<file path="config.mk">
export PLATFORM = sky130hd
export DESIGN_NAME = serial_accumulator
export DESIGN_NICKNAME = d
export VERILOG_FILES = /design/src/rtl/addac_pkg.sv /design/src/rtl/serial_accumulator_adder.sv /design/src/rtl/serial_accumulator.sv
export SDC_FILE = /design/constraint.sdc
export NUM_CORES = 1
export LEC_CHECK = 0
export ABC_AREA = 0
export ABC_CLOCK_PERIOD_IN_PS = 1600
export BUFFER_PORTS_ARGS = -buffer_cell sky130_fd_sc_hd__buf_2
export CORE_MARGIN = 2
export CORE_UTILIZATION = 49
export DETAILED_ROUTE_END_ITERATION = 7
export HOLD_SLACK_MARGIN = 0.1
export PLACE_DENSITY = 0.73
export SLEW_MARGIN = 5
export SYNTH_ARGS = -nofsm -noshare
export SYNTH_HDL_FRONTEND = slang
export SYNTH_HIERARCHICAL = 1
export SYNTH_SLANG_ARGS = --single-unit
</file>
<file path="constraint.sdc">
create_clock -name clk -period 1.6 [get_ports clk]
set_input_delay 0.32 -clock clk [delete_from_list [all_inputs] [get_ports clk]]
set_output_delay 0.32 -clock clk [all_outputs]
set_load 0.02 [all_outputs]
</file>
<file path="src/rtl/addac_pkg.sv">
// Shared definitions for the bit-serial accumulator.
//   acc_state_t     : accumulator FSM state encoding
//   ADDAC_DEFAULT_W : default operand/accumulator width
package addac_pkg;

  typedef enum logic [1:0] {
    S_IDLE = 2'd0,
    S_ADD  = 2'd1,
    S_DONE = 2'd2
  } acc_state_t;

  localparam int ADDAC_DEFAULT_W = 8;

endpackage : addac_pkg

</file>
<file path="src/rtl/serial_accumulator_adder.sv">
// 1-bit full adder, purely combinational.
//   a, b, cin : addend bits and carry in
//   s, cout   : sum bit and carry out
module adder (
  input  logic a,
  input  logic b,
  input  logic cin,
  output logic s,
  output logic cout
);

  assign s    = a ^ b ^ cin;
  assign cout = (a & b) | (a & cin) | (b & cin);

endmodule : adder

</file>
<file path="src/rtl/serial_accumulator.sv">
// Bit-serial unsigned accumulator. Each accepted operand is added LSB-first,
// one bit per clock, into a W-bit accumulator through a single full adder.
//   clk, rst            : clock, synchronous active-high reset
//   clear               : synchronous clear of accumulator, overflow and FSM
//   in_valid / in_ready : operand handshake, in_data is the operand
//   acc_out             : last completed accumulator value
//   out_valid           : one-cycle pulse, acc_out/overflow just updated
//   overflow            : sticky carry-out since last rst/clear
//   busy                : operand in flight (S_ADD or S_DONE)
//
// state  | meaning
// S_IDLE | waiting for an operand, in_ready high unless clear
// S_ADD  | one operand bit per clock through the full adder
// S_DONE | result published, out_valid high for this cycle
module serial_accumulator
  import addac_pkg::*;
#(
  parameter int W = ADDAC_DEFAULT_W
) (
  input  logic         clk,
  input  logic         rst,
  input  logic         clear,
  input  logic         in_valid,
  output logic         in_ready,
  input  logic [W-1:0] in_data,
  output logic [W-1:0] acc_out,
  output logic         out_valid,
  output logic         overflow,
  output logic         busy
);

  localparam int CNT_W = $clog2(W);

  acc_state_t state_q, state_d;
  logic [W-1:0]     work_q, work_d;
  logic [W-1:0]     opnd_q, opnd_d;
  logic [W-1:0]     acc_q, acc_d;
  logic             carry_q, carry_d;
  logic             ovf_q, ovf_d;
  logic [CNT_W-1:0] cnt_q, cnt_d;

  logic fa_s, fa_cout;

  adder u_fa (
    .a    (work_q[0]),
    .b    (opnd_q[0]),
    .cin  (carry_q),
    .s    (fa_s),
    .cout (fa_cout)
  );

  always_comb begin
    state_d   = state_q;
    work_d    = work_q;
    opnd_d    = opnd_q;
    acc_d     = acc_q;
    carry_d   = carry_q;
    ovf_d     = ovf_q;
    cnt_d     = cnt_q;
    in_ready  = (state_q == S_IDLE) && !clear && !rst;
    out_valid = (state_q == S_DONE) && !clear && !rst;
    busy      = (state_q == S_ADD) || (state_q == S_DONE);

    unique case (state_q)
      S_IDLE: begin
        if (in_valid && in_ready) begin
          opnd_d  = in_data;
          work_d  = acc_q;
          carry_d = 1'b0;
          cnt_d   = '0;
          state_d = S_ADD;
        end
      end
      S_ADD: begin
        work_d  = {fa_s, work_q[W-1:1]};
        opnd_d  = opnd_q >> 1;
        carry_d = fa_cout;
        cnt_d   = cnt_q + CNT_W'(1);
        if (cnt_q == CNT_W'(W - 1)) begin
          // Register the result on the last bit edge so acc_out is already
          // valid during the S_DONE cycle that carries the out_valid pulse.
          acc_d   = work_d;
          ovf_d   = ovf_q | fa_cout;
          state_d = S_DONE;
        end
      end
      S_DONE: begin
        state_d = S_IDLE;
      end
      default: begin
        state_d = S_IDLE;
      end
    endcase

    if (clear) begin
      state_d = S_IDLE;
      work_d  = '0;
      acc_d   = '0;
      ovf_d   = 1'b0;
      carry_d = 1'b0;
      cnt_d   = '0;
    end
  end

  always_ff @(posedge clk) begin
    if (rst) begin
      state_q <= S_IDLE;
      work_q  <= '0;
      opnd_q  <= '0;
      acc_q   <= '0;
      carry_q <= 1'b0;
      ovf_q   <= 1'b0;
      cnt_q   <= '0;
    end else begin
      state_q <= state_d;
      work_q  <= work_d;
      opnd_q  <= opnd_d;
      acc_q   <= acc_d;
      carry_q <= carry_d;
      ovf_q   <= ovf_d;
      cnt_q   <= cnt_d;
    end
  end

  assign acc_out  = acc_q;
  assign overflow = ovf_q;

endmodule : serial_accumulator
</file>
==> results of run 1 <==
## cell type report
cell class | instances | area share, %
Multi-Input combinational cell | 108 | 44.5
Sequential cell | 31 | 35.4
Timing Repair Buffer | 33 | 12.4
Clock buffer | 6 | 2.91
Tap cell | 31 | 2.20
Clock inverter | 2 | 1.99
Inverter | 3 | 0.639
## registers in the layout, indices dropped and copies added (netlist names)
signal / cells
work_q: 8
opnd_q: 8
acc_out: 8
state_q: 2
cnt_q: 3
overflow: 1
carry_q: 1
## cell families (layout without fill, tap and decap cells)
family / count (synthesis) / in the layout / synth area share, %
compound gates: 43 / 43 / 19.3
simple gates: 42 / 42 / 14.6
flops: 31 / 31 / 41.8
buf+inv: 20 / 44 / 7.24
mux: 16 / 16 / 10.8
fa+ha+maj: 7 / 7 / 6.40
## cell usage after synthesis (2+ instances only)
library cell / n / area (um2)
sky130_fd_sc_hd__mux2i_1: 16 / 160
sky130_fd_sc_hd__buf_2: 2 / 10.0
sky130_fd_sc_hd__a211oi_1: 6 / 45.0
sky130_fd_sc_hd__nand2b_1: 2 / 12.5
sky130_fd_sc_hd__and2_1: 2 / 12.5
sky130_fd_sc_hd__nand3b_1: 2 / 15.0
sky130_fd_sc_hd__a211oi_2: 2 / 25.0
sky130_fd_sc_hd__inv_1: 3 / 11.3
sky130_fd_sc_hd__dfxtp_1: 31 / 621
sky130_fd_sc_hd__nand2_1: 10 / 37.5
sky130_fd_sc_hd__o31ai_1: 8 / 60.1
sky130_fd_sc_hd__nand3_1: 9 / 45.0
sky130_fd_sc_hd__nor3_1: 7 / 35.0
sky130_fd_sc_hd__ha_1: 6 / 75.1
sky130_fd_sc_hd__clkbuf_1: 10 / 37.5
sky130_fd_sc_hd__a21oi_1: 19 / 95.1
sky130_fd_sc_hd__nor2_1: 5 / 18.8
sky130_fd_sc_hd__buf_6: 4 / 45.0
sky130_fd_sc_hd__a32oi_1: 3 / 26.3
sky130_fd_sc_hd__a21o_1: 2 / 15.0
## power by group through the flow
stage	clock network (mW)	logic [mW]	registers [mW]
floorplan	0	0.123	0.818
global placement	0	0.153	0.821
detailed placement	0	0.157	0.821
CTS	0.653	0.166	0.804
global route	0.674	0.185	0.806
finish	0.642	0.168	0.804
## worst max-delay path: stages, from the launching register on
cell and delay [ns]:
sky130_fd_sc_hd__dfxtp_2 0.35, sky130_fd_sc_hd__inv_2 0.06, sky130_fd_sc_hd__buf_6 0.11, sky130_fd_sc_hd__ha_2 0.16
sky130_fd_sc_hd__and2_4 0.13, sky130_fd_sc_hd__buf_6 0.12
## worst max-delay path by stage
stage                    start  slack (ns)        end
CTS                 state_q[1]       0.002  opnd_q[3]
global route        state_q[0]       0.003  out_valid
finish              state_q[0]        0.02  out_valid
global placement    state_q[1]        0.08  opnd_q[4]
floorplan           state_q[0]       -0.04  opnd_q[5]
detailed placement  state_q[1]       0.001  opnd_q[3]
## per-stage QoR
step / cell area [um2] / hold slack [ns] / util (%)
after floorplan: 1500 / 0.444 / -
after global placement: 1610 / 0.453 / 57.1
after detailed placement: 1610 / 0.453 / 57.1
after CTS: 1750 / 0.300 / 62.0
after global routing: 1760 / 0.319 / 62.3
final: 1760 / 0.303 / 62.3
## cell usage in the layout (no fill, tap or decap), types with 6 or more instances in the layout
cell / synthesis / routed
sky130_fd_sc_hd__buf_4: 0 / 8
sky130_fd_sc_hd__nand3_1: 9 / 9
sky130_fd_sc_hd__o31ai_1: 8 / 8
sky130_fd_sc_hd__a21oi_1: 19 / 19
sky130_fd_sc_hd__nor3_1: 7 / 7
sky130_fd_sc_hd__nand2_1: 10 / 9
sky130_fd_sc_hd__mux2i_1: 16 / 16
sky130_fd_sc_hd__a211oi_1: 6 / 6
sky130_fd_sc_hd__buf_2: 2 / 21
sky130_fd_sc_hd__dfxtp_1: 31 / 29
## per-layer routing
metal  vias to the layer above  share of wire (%)  global-route usage [%]
met3                         5                5.4                    4.80
met2                        34                 49                    31.0
li1                        620                  -                       -
met5                         -                  0                       0
met1                       576                 45                    24.1
met4                         0                1.3                    9.09
## repair_timing
item / CTS / global route
gates resized for setup: 10 / 3
buffers inserted: 2 / 2
hold buffers: 0 / 0
setup endpoints to repair: 4 / 12
==> out/summary.txt, run 1 <==
outcome - finished, final reports clean
leakage power total - 0.711 nW
die extent in x - 59.1 um
number of placed instances, taps included - 203
count of max-cap constraint violations - 0
multi-input combinational cell area - 783 um2
CTS clock-pin slew for the worst setup and hold paths - 0.10 ns
Max rail drop VDD - 0.456 mV
Netlist cell types - 30
async set or reset register ratio after synthesis - 0%
worst hold path class - in -> reg
maximum level of the CTS H-tree - 2
net load switching power - 378 uW
terminus of the critical flop-to-flop path - opnd_q[3]
grt total ovfl - 0
final non-filler cell total - 214
f_max - 0.635 GHz
DR vias/cell - 5.77
number of max-slew violations in the final report - 0
die outline area - 3490 um2
Ports - 24
maximum buffer depth of the clock tree - 2
initial cell density of the core - 52.5%
final wirelength - 3150 um
time the final worst path needs with I/O delays and setup - 1.58 ns
register area share after synthesis - 41.8%
fraction of power consumed by combinational cells - 10.4%
CP Data Required Time - 1.28 ns
antenna violations before repair - 0
via count of the first global-routing pass - 1143
setup slack of the critical path after layout - 0.0247 ns
total number of yosys warnings - 6
overall routing resource usage - 19.2%
area added between synthesis and finish - 18.5%
number of cells produced by synthesis - 159
layout net count - 201
setup TNS - 0 ns
end point of the most critical hold path - opnd_q[6]
clock power share - 39.8%
Pint - 1.24 mW
Worst-Skew Late Latency - 0.33 ns
post-synthesis average cell area - 9.35 um2
worst reg2reg path depth - 5
Core Rows - 19
wire length of the first global-routing pass - 5040 um
post-synthesis sequential element count - 31
post-detailed-route DRC marker count - 0
Worst EP arrival - 1.26 ns
DR pass1 iterations - 4
layout cell share with drive strength beyond 1 - 29.5%
register share of total power - 49.8%
Net Count, Synth - 178
number of antenna diodes - 0
hold depth - 2
type of the worst setup path - reg -> out
master cell of the clock root buffer - sky130_fd_sc_hd__clkbuf_4
maximum number of pins on one net before global-route repair - 34
Placement Setup Slack - 0.00122 ns
Routed Antenna Nets - 0
register cell area after layout - 623 um2
internal reg-to-reg setup slack - 0.14 ns
Hold Startpoint - rst
initial detailed-routing violation count - 42
DP Wirelength - 2000 um
Cell Pwr Density - 916 nW/um2
count of final setup violators - 0
critical register-to-register path startpoint - state_q[0]
final weighted congestion in routability-driven placement - 0.762
clock tree from TritonCTS - done
total number of clock tree sinks - 31
total of buffers placed on input and output ports - 23
Relative slew margins - 76.6%
CP Max Fanout - 2
predominant post-synthesis flop cell - sky130_fd_sc_hd__dfxtp_1
Netlist Area Pre-Place - 1490 um2
Filler Cell Count - 241
share of total power consumed by net switching - 23.4%
period utilization - 98.5%
Inserted Clock Buffers - 5
number of hold violations in the final report - 0
startpoint class of the critical path - flip-flop
area of the core region - 2830 um2
worst slew pin tran - 0.341 ns
Routed wire per std cell - 14.7 um
detailed-route via count - 1235
Tot Pwr - 1.61 mW
RSZ-0062 raised after global routing - false
clock skew after layout - 0.0108 ns
die height - 59.1 um
number of enable flip-flop cells after synthesis - 0
CP endpoint kind - output pin
No activity file was read; power rests on OpenSTA's default activity.
==> run 2: changes to the inputs <==
Settings changed: CORE_UTILIZATION 49 to 52, CTS_BUF_LIST set to sky130_fd_sc_hd__clkbuf_8, PLACE_DENSITY 0.73 to 0.77, RECOVER_POWER set to 25.
==> run 2 against run 1 <==
Net effect:
- via count decreased by 0.81%
- first-iteration DRC count up 45%
- sequential power about the same
- cell area is 1.5% lower
- maximum frequency rose by 0.81%
- clock power rose by 15%
- critical path depth unchanged
- clock skew decreased by 0.0075 ns
- register-to-register slack worse by 0.06 ns
- largest cell class unchanged
==> out/summary.txt, run 2 (synthesized netlist as in run 1, its figures left out) <==
clock tree from TritonCTS - done
leakage power total - 0.668 nW
wire length of the first global-routing pass - 5270 um
via count of the first global-routing pass - 1183
Core Rows - 19
outcome - finished, final reports clean
Inserted Clock Buffers - 5
die height - 57.5 um
total of buffers placed on input and output ports - 23
terminus of the critical flop-to-flop path - opnd_q[1]
post-placement cell area - 1610 um2
time the final worst path needs with I/O delays and setup - 1.56 ns
final wirelength - 3130 um
Routed wire per std cell - 14.8 um
internal reg-to-reg setup slack - 0.08 ns
Hold Startpoint - rst
CP Data Required Time - 1.28 ns
worst hold path class - in -> reg
DR pass1 iterations - 4
post-detailed-route DRC marker count - 0
Ports - 24
hold depth - 2
Worst EP arrival - 1.24 ns
type of the worst setup path - reg -> out
Max rail drop VDD - 0.771 mV
critical register-to-register path startpoint - state_q[0]
grt total ovfl - 0
number of hold violations in the final report - 0
multi-input combinational cell area - 773 um2
layout cell share with drive strength beyond 1 - 20.6%
area of the core region - 2730 um2
startpoint of the worst setup timing path - state_q[0]
DR vias/cell - 5.81
period utilization - 97.7%
die outline area - 3300 um2
end point of the most critical hold path - opnd_q[6]
maximum level of the CTS H-tree - 2
count of final setup violators - 0
overall routing resource usage - 20.6%
area added between synthesis and finish - 16.8%
detailed-route via count - 1225
post-route core utilization - 63.5%
number of max-slew violations in the final report - 0
number of antenna diodes - 0
total non-filler cell area in the finished layout - 1740 um2
clock skew after layout - 0.00330 ns
DP Wirelength - 2140 um
Cell Pwr Density - 984 nW/um2
Filler Cell Count - 234
initial cell density of the core - 54.4%
CP endpoint kind - output pin
CTS clock-pin slew for the worst setup and hold paths - 0.06 ns
Relative slew margins - 74.2%
CP Max Fanout - 6
die extent in x - 57.5 um
final weighted congestion in routability-driven placement - 0.752
most frequent standard cell in the layout excluding fill and tap cells - sky130_fd_sc_hd__dfxtp_1
commonest non-fill, non-tap cells in the layout - sky130_fd_sc_hd__dfxtp_1, sky130_fd_sc_hd__a21oi_1, sky130_fd_sc_hd__mux2i_1
layout net count - 199
initial detailed-routing violation count - 61
f_max - 0.640 GHz
worst reg2reg path depth - 5
antenna violations before repair - 0
master cell of the clock root buffer - sky130_fd_sc_hd__clkbuf_8
Worst-Skew Late Latency - 0.29 ns
register cell area after layout - 623 um2
count of max-cap constraint violations - 0
maximum buffer depth of the clock tree - 2
Routed Antenna Nets - 0
startpoint class of the critical path - flip-flop
maximum number of pins on one net before global-route repair - 34
RSZ-0062 raised after global routing - false
total number of clock tree sinks - 31
worst slew pin tran - 0.377 ns
[run 2: power breakdown]
group | internal, mW | switching, mW | leakage [nW]
clock network | 0.449 | 0.288 | 0.0554
logic | 0.0738 | 0.0918 | 0.361
registers | 0.792 | 0.0133 | 0.252
total | 1.31 | 0.394 | 0.668
[run 2: worst max-delay path by stage]
stage / to / slack [ns]
after global routing: in_ready / 0.008
after CTS: opnd_q[2] / 0.02
final: in_ready / 0.04
after global placement: opnd_q[0] / 0.09
after detailed placement: opnd_q[2] / -0.006
after floorplan: opnd_q[5] / -0.04
[run 2: per-layer routing]
| layer | track usage [%] | vias to the layer above | wire length (um) |
|---|---|---|---|
| met1 | 25.8 | 584 | 1440 |
| met5 | 0 | - | 0 |
| li1 | - | 615 | - |
| met3 | 6.80 | 6 | 124 |
| met2 | 33.4 | 20 | 1520 |
| met4 | 6.98 | 0 | 47 |
[run 2: area by class of cell]
type,instances,share of cell area [%]
well taps,31,2.24
clock buffers,5,3.97
inverters,3,0.649
flip-flops and latches,31,35.9
multi-input cells,108,44.6
repair buffers,31,10.7
clock inverters,2,1.95
[run 2: metrics by stage]
stage	hold slack (ns)	worst slack (ns)	power [mW]	cells	TNS, ns
3_5_place_dp	0.453	-0.00624	0.979	202	-0.00624
2_1_floorplan	0.444	-0.0413	0.941	159	-0.0827
3_3_place_gp	0.452	0.0874	0.971	202	0
6_report	0.354	0.0374	1.71	211	0
4_1_cts	0.355	0.0193	1.71	210	0
5_1_grt	0.384	0.00752	1.76	211	0
[run 2: worst max-delay path, stage by stage, from the launching register on]
cell and delay [ns]:
sky130_fd_sc_hd__dfxtp_2 0.34, sky130_fd_sc_hd__inv_2 0.06, sky130_fd_sc_hd__ha_4 0.16, sky130_fd_sc_hd__buf_6 0.12, sky130_fd_sc_hd__and2_1 0.14, sky130_fd_sc_hd__buf_6 0.13
[run 2: repair_timing]
action                     in CTS  in global routing
resized for setup               4                  2
hold buffers                    0                  0
pin swaps                       0                  0
setup endpoints to repair       5                  7
setup buffers                   1                  1
==> run 3: changes to the inputs <==
Settings changed: REMOVE_ABC_BUFFERS set to 1.
==> run 3 against run 2 <==
Net effect:
- count of clock-buffer cells in the layout rose by 1
- power grew 3.9%
- clock power rose by 7.9%
- register-to-register slack lost 0.08 ns
- combinational power is 5% higher
- first-iteration DRC count shrank 28%
- largest cell class unchanged
- largest power group unchanged
- highest routed layer unchanged
==> out/summary.txt, run 3 (synthesized netlist as in run 1, its figures left out) <==
outcome - finished, final reports clean
type of the worst setup path - reg -> reg
commonest non-fill, non-tap cells in the layout - sky130_fd_sc_hd__dfxtp_1, sky130_fd_sc_hd__a21oi_1, sky130_fd_sc_hd__mux2i_1
setup TNS - 0 ns
count of final setup violators - 0
Worst Hold Margin - 0.377 ns
DP Wirelength - 2140 um
area of the core region - 2730 um2
setup slack of the critical path after layout - 0.00214 ns
area added between synthesis and finish - 19.9%
time the final worst path needs with I/O delays and setup - 1.60 ns
via count of the first global-routing pass - 1129
cells traversed along the worst timing path - inv_1, ha_4, and4bb_1, buf_4, o31ai_1, a21oi_1
worst reg2reg path depth - 6
highest cell delay on the worst timing path - 0.39 ns
CP Max Fanout - 15
critical register-to-register path startpoint - state_q[1]
Inserted Clock Buffers - 5
wire length of the first global-routing pass - 4960 um
layout net count - 200
worst slew pin tran - 0.385 ns
leakage power total - 0.682 nW
end point of the most critical hold path - opnd_q[7]
number of antenna diodes - 0
met3 WL - 169 um
DR pass1 iterations - 4
final wirelength - 3170 um
Filler Cell Count - 222
CTS clock-pin slew for the worst setup and hold paths - 0.06 ns
CP endpoint kind - flip-flop
antenna violations before repair - 0
post-placement cell area - 1640 um2
die outline area - 3300 um2
overall routing resource usage - 19.9%
detailed-route via count - 1249
layout cell share with drive strength beyond 1 - 23.6%
startpoint of the worst setup timing path - state_q[1]
number of hold violations in the final report - 0
Cell Pwr Density - 996 nW/um2
clock tree from TritonCTS - done
wire length on met1 - 1370 um
clock skew after layout - 0.00215 ns
period utilization - 99.9%
maximum level of the CTS H-tree - 2
die height - 57.5 um
DR vias/cell - 5.86
die extent in x - 57.5 um
Worst-Skew Late Latency - 0.28 ns
Relative slew margins - 74.1%
Top delay family on crit path - compound AO/OA/AOI/OAI gates
maximum number of pins on one net before global-route repair - 26
grt total ovfl - 0
most frequent standard cell in the layout excluding fill and tap cells - sky130_fd_sc_hd__dfxtp_1
number of hold buffers added after CTS - 0
sum of buffers and inverters on the critical path - 2
initial detailed-routing violation count - 44
routed wire length on met2 - 1570 um
worst hold path class - in -> reg
total of buffers placed on input and output ports - 23
internal reg-to-reg setup slack - 0.002 ns
Placement Setup Slack - 0.00906 ns
total number of clock tree sinks - 31
number of max-slew violations in the final report - 0
Ports - 24
Max rail drop VDD - 0.918 mV
startpoint class of the critical path - flip-flop
standard cell with the maximum stage delay on the critical path - sky130_fd_sc_hd__o31ai_1
terminus of the critical flop-to-flop path - work_q[7]
Routed Antenna Nets - 0
Hold Startpoint - in_data[7]
f_max - 0.626 GHz
Routed wire per std cell - 14.9 um
Worst EP arrival - 1.75 ns
count of max-cap constraint violations - 0
maximum buffer depth of the clock tree - 2
total non-filler cell area in the finished layout - 1780 um2
hold depth - 3
Core Rows - 19
master cell of the clock root buffer - sky130_fd_sc_hd__clkbuf_8
highest routed metal layer - met4
final weighted congestion in routability-driven placement - 0.759
post-route core utilization - 65.2%
CP Data Required Time - 1.76 ns
post-detailed-route DRC marker count - 0
initial cell density of the core - 54.4%
## run 3: cell count changes in the layout (fill, tap and decap cells not counted), sizes merged
| cell | before | now |
|---|---|---|
| clkinv | 0 | 1 |
| buf | 22 | 23 |
| inv | 4 | 3 |
| clkbuf | 14 | 15 |
## run 3: what timing repair did
item | CTS | global route
setup buffers | 1 | 0
hold endpoints to repair | 0 | 0
cloned | 0 | 0
endpoints found under the setup margin | 2 | 7
gates resized for setup | 5 | 6
## run 3: through the flow
step / power [mW] / std cells
after floorplan: 0.920 / 142
after global placement: 0.978 / 205
after detailed placement: 0.985 / 205
after CTS: 1.78 / 213
after global routing: 1.84 / 213
final: 1.78 / 213
## run 3: tightest hold or removal path, delay by kind of cell
kind            cells  cell delay, ns
compound gates      2            0.23
buf+inv             1            0.07
## run 3: worst max path at each step
stage                      endpoint  slack [ns]  cells after the start
after floorplan           opnd_q[0]       -0.81                      5
after global placement    opnd_q[2]        0.12                      6
after detailed placement  opnd_q[3]       0.009                      6
after CTS                 opnd_q[3]        0.01                      6
after global routing      work_q[7]       -0.02                      6
final                     work_q[7]       0.002                      6
## run 3: layer usage
layer,track usage (%),vias to the layer above
met5,0,-
met4,7.64,0
met3,7.71,9
met2,31.3,42
met1,24.6,579
li1,-,619
## run 3: layout make-up
cell class                      count  area, um2  area share, %
Sequential cell                    31        623           34.9
Multi-Input combinational cell    108        793           44.5
Clock inverter                      2       35.0           1.96
Inverter                            3       11.3          0.632
Clock buffer                        6       82.6           4.63
Timing Repair Buffer               32        199           11.2
Tap cell                           31       38.8           2.18
## run 3: where the power goes
part           switching (mW)  leakage, nW  internal (mW)
combinational          0.0965        0.369         0.0786
clock                   0.293       0.0612          0.503
sequential             0.0131        0.252          0.792
total                   0.402        0.682           1.37
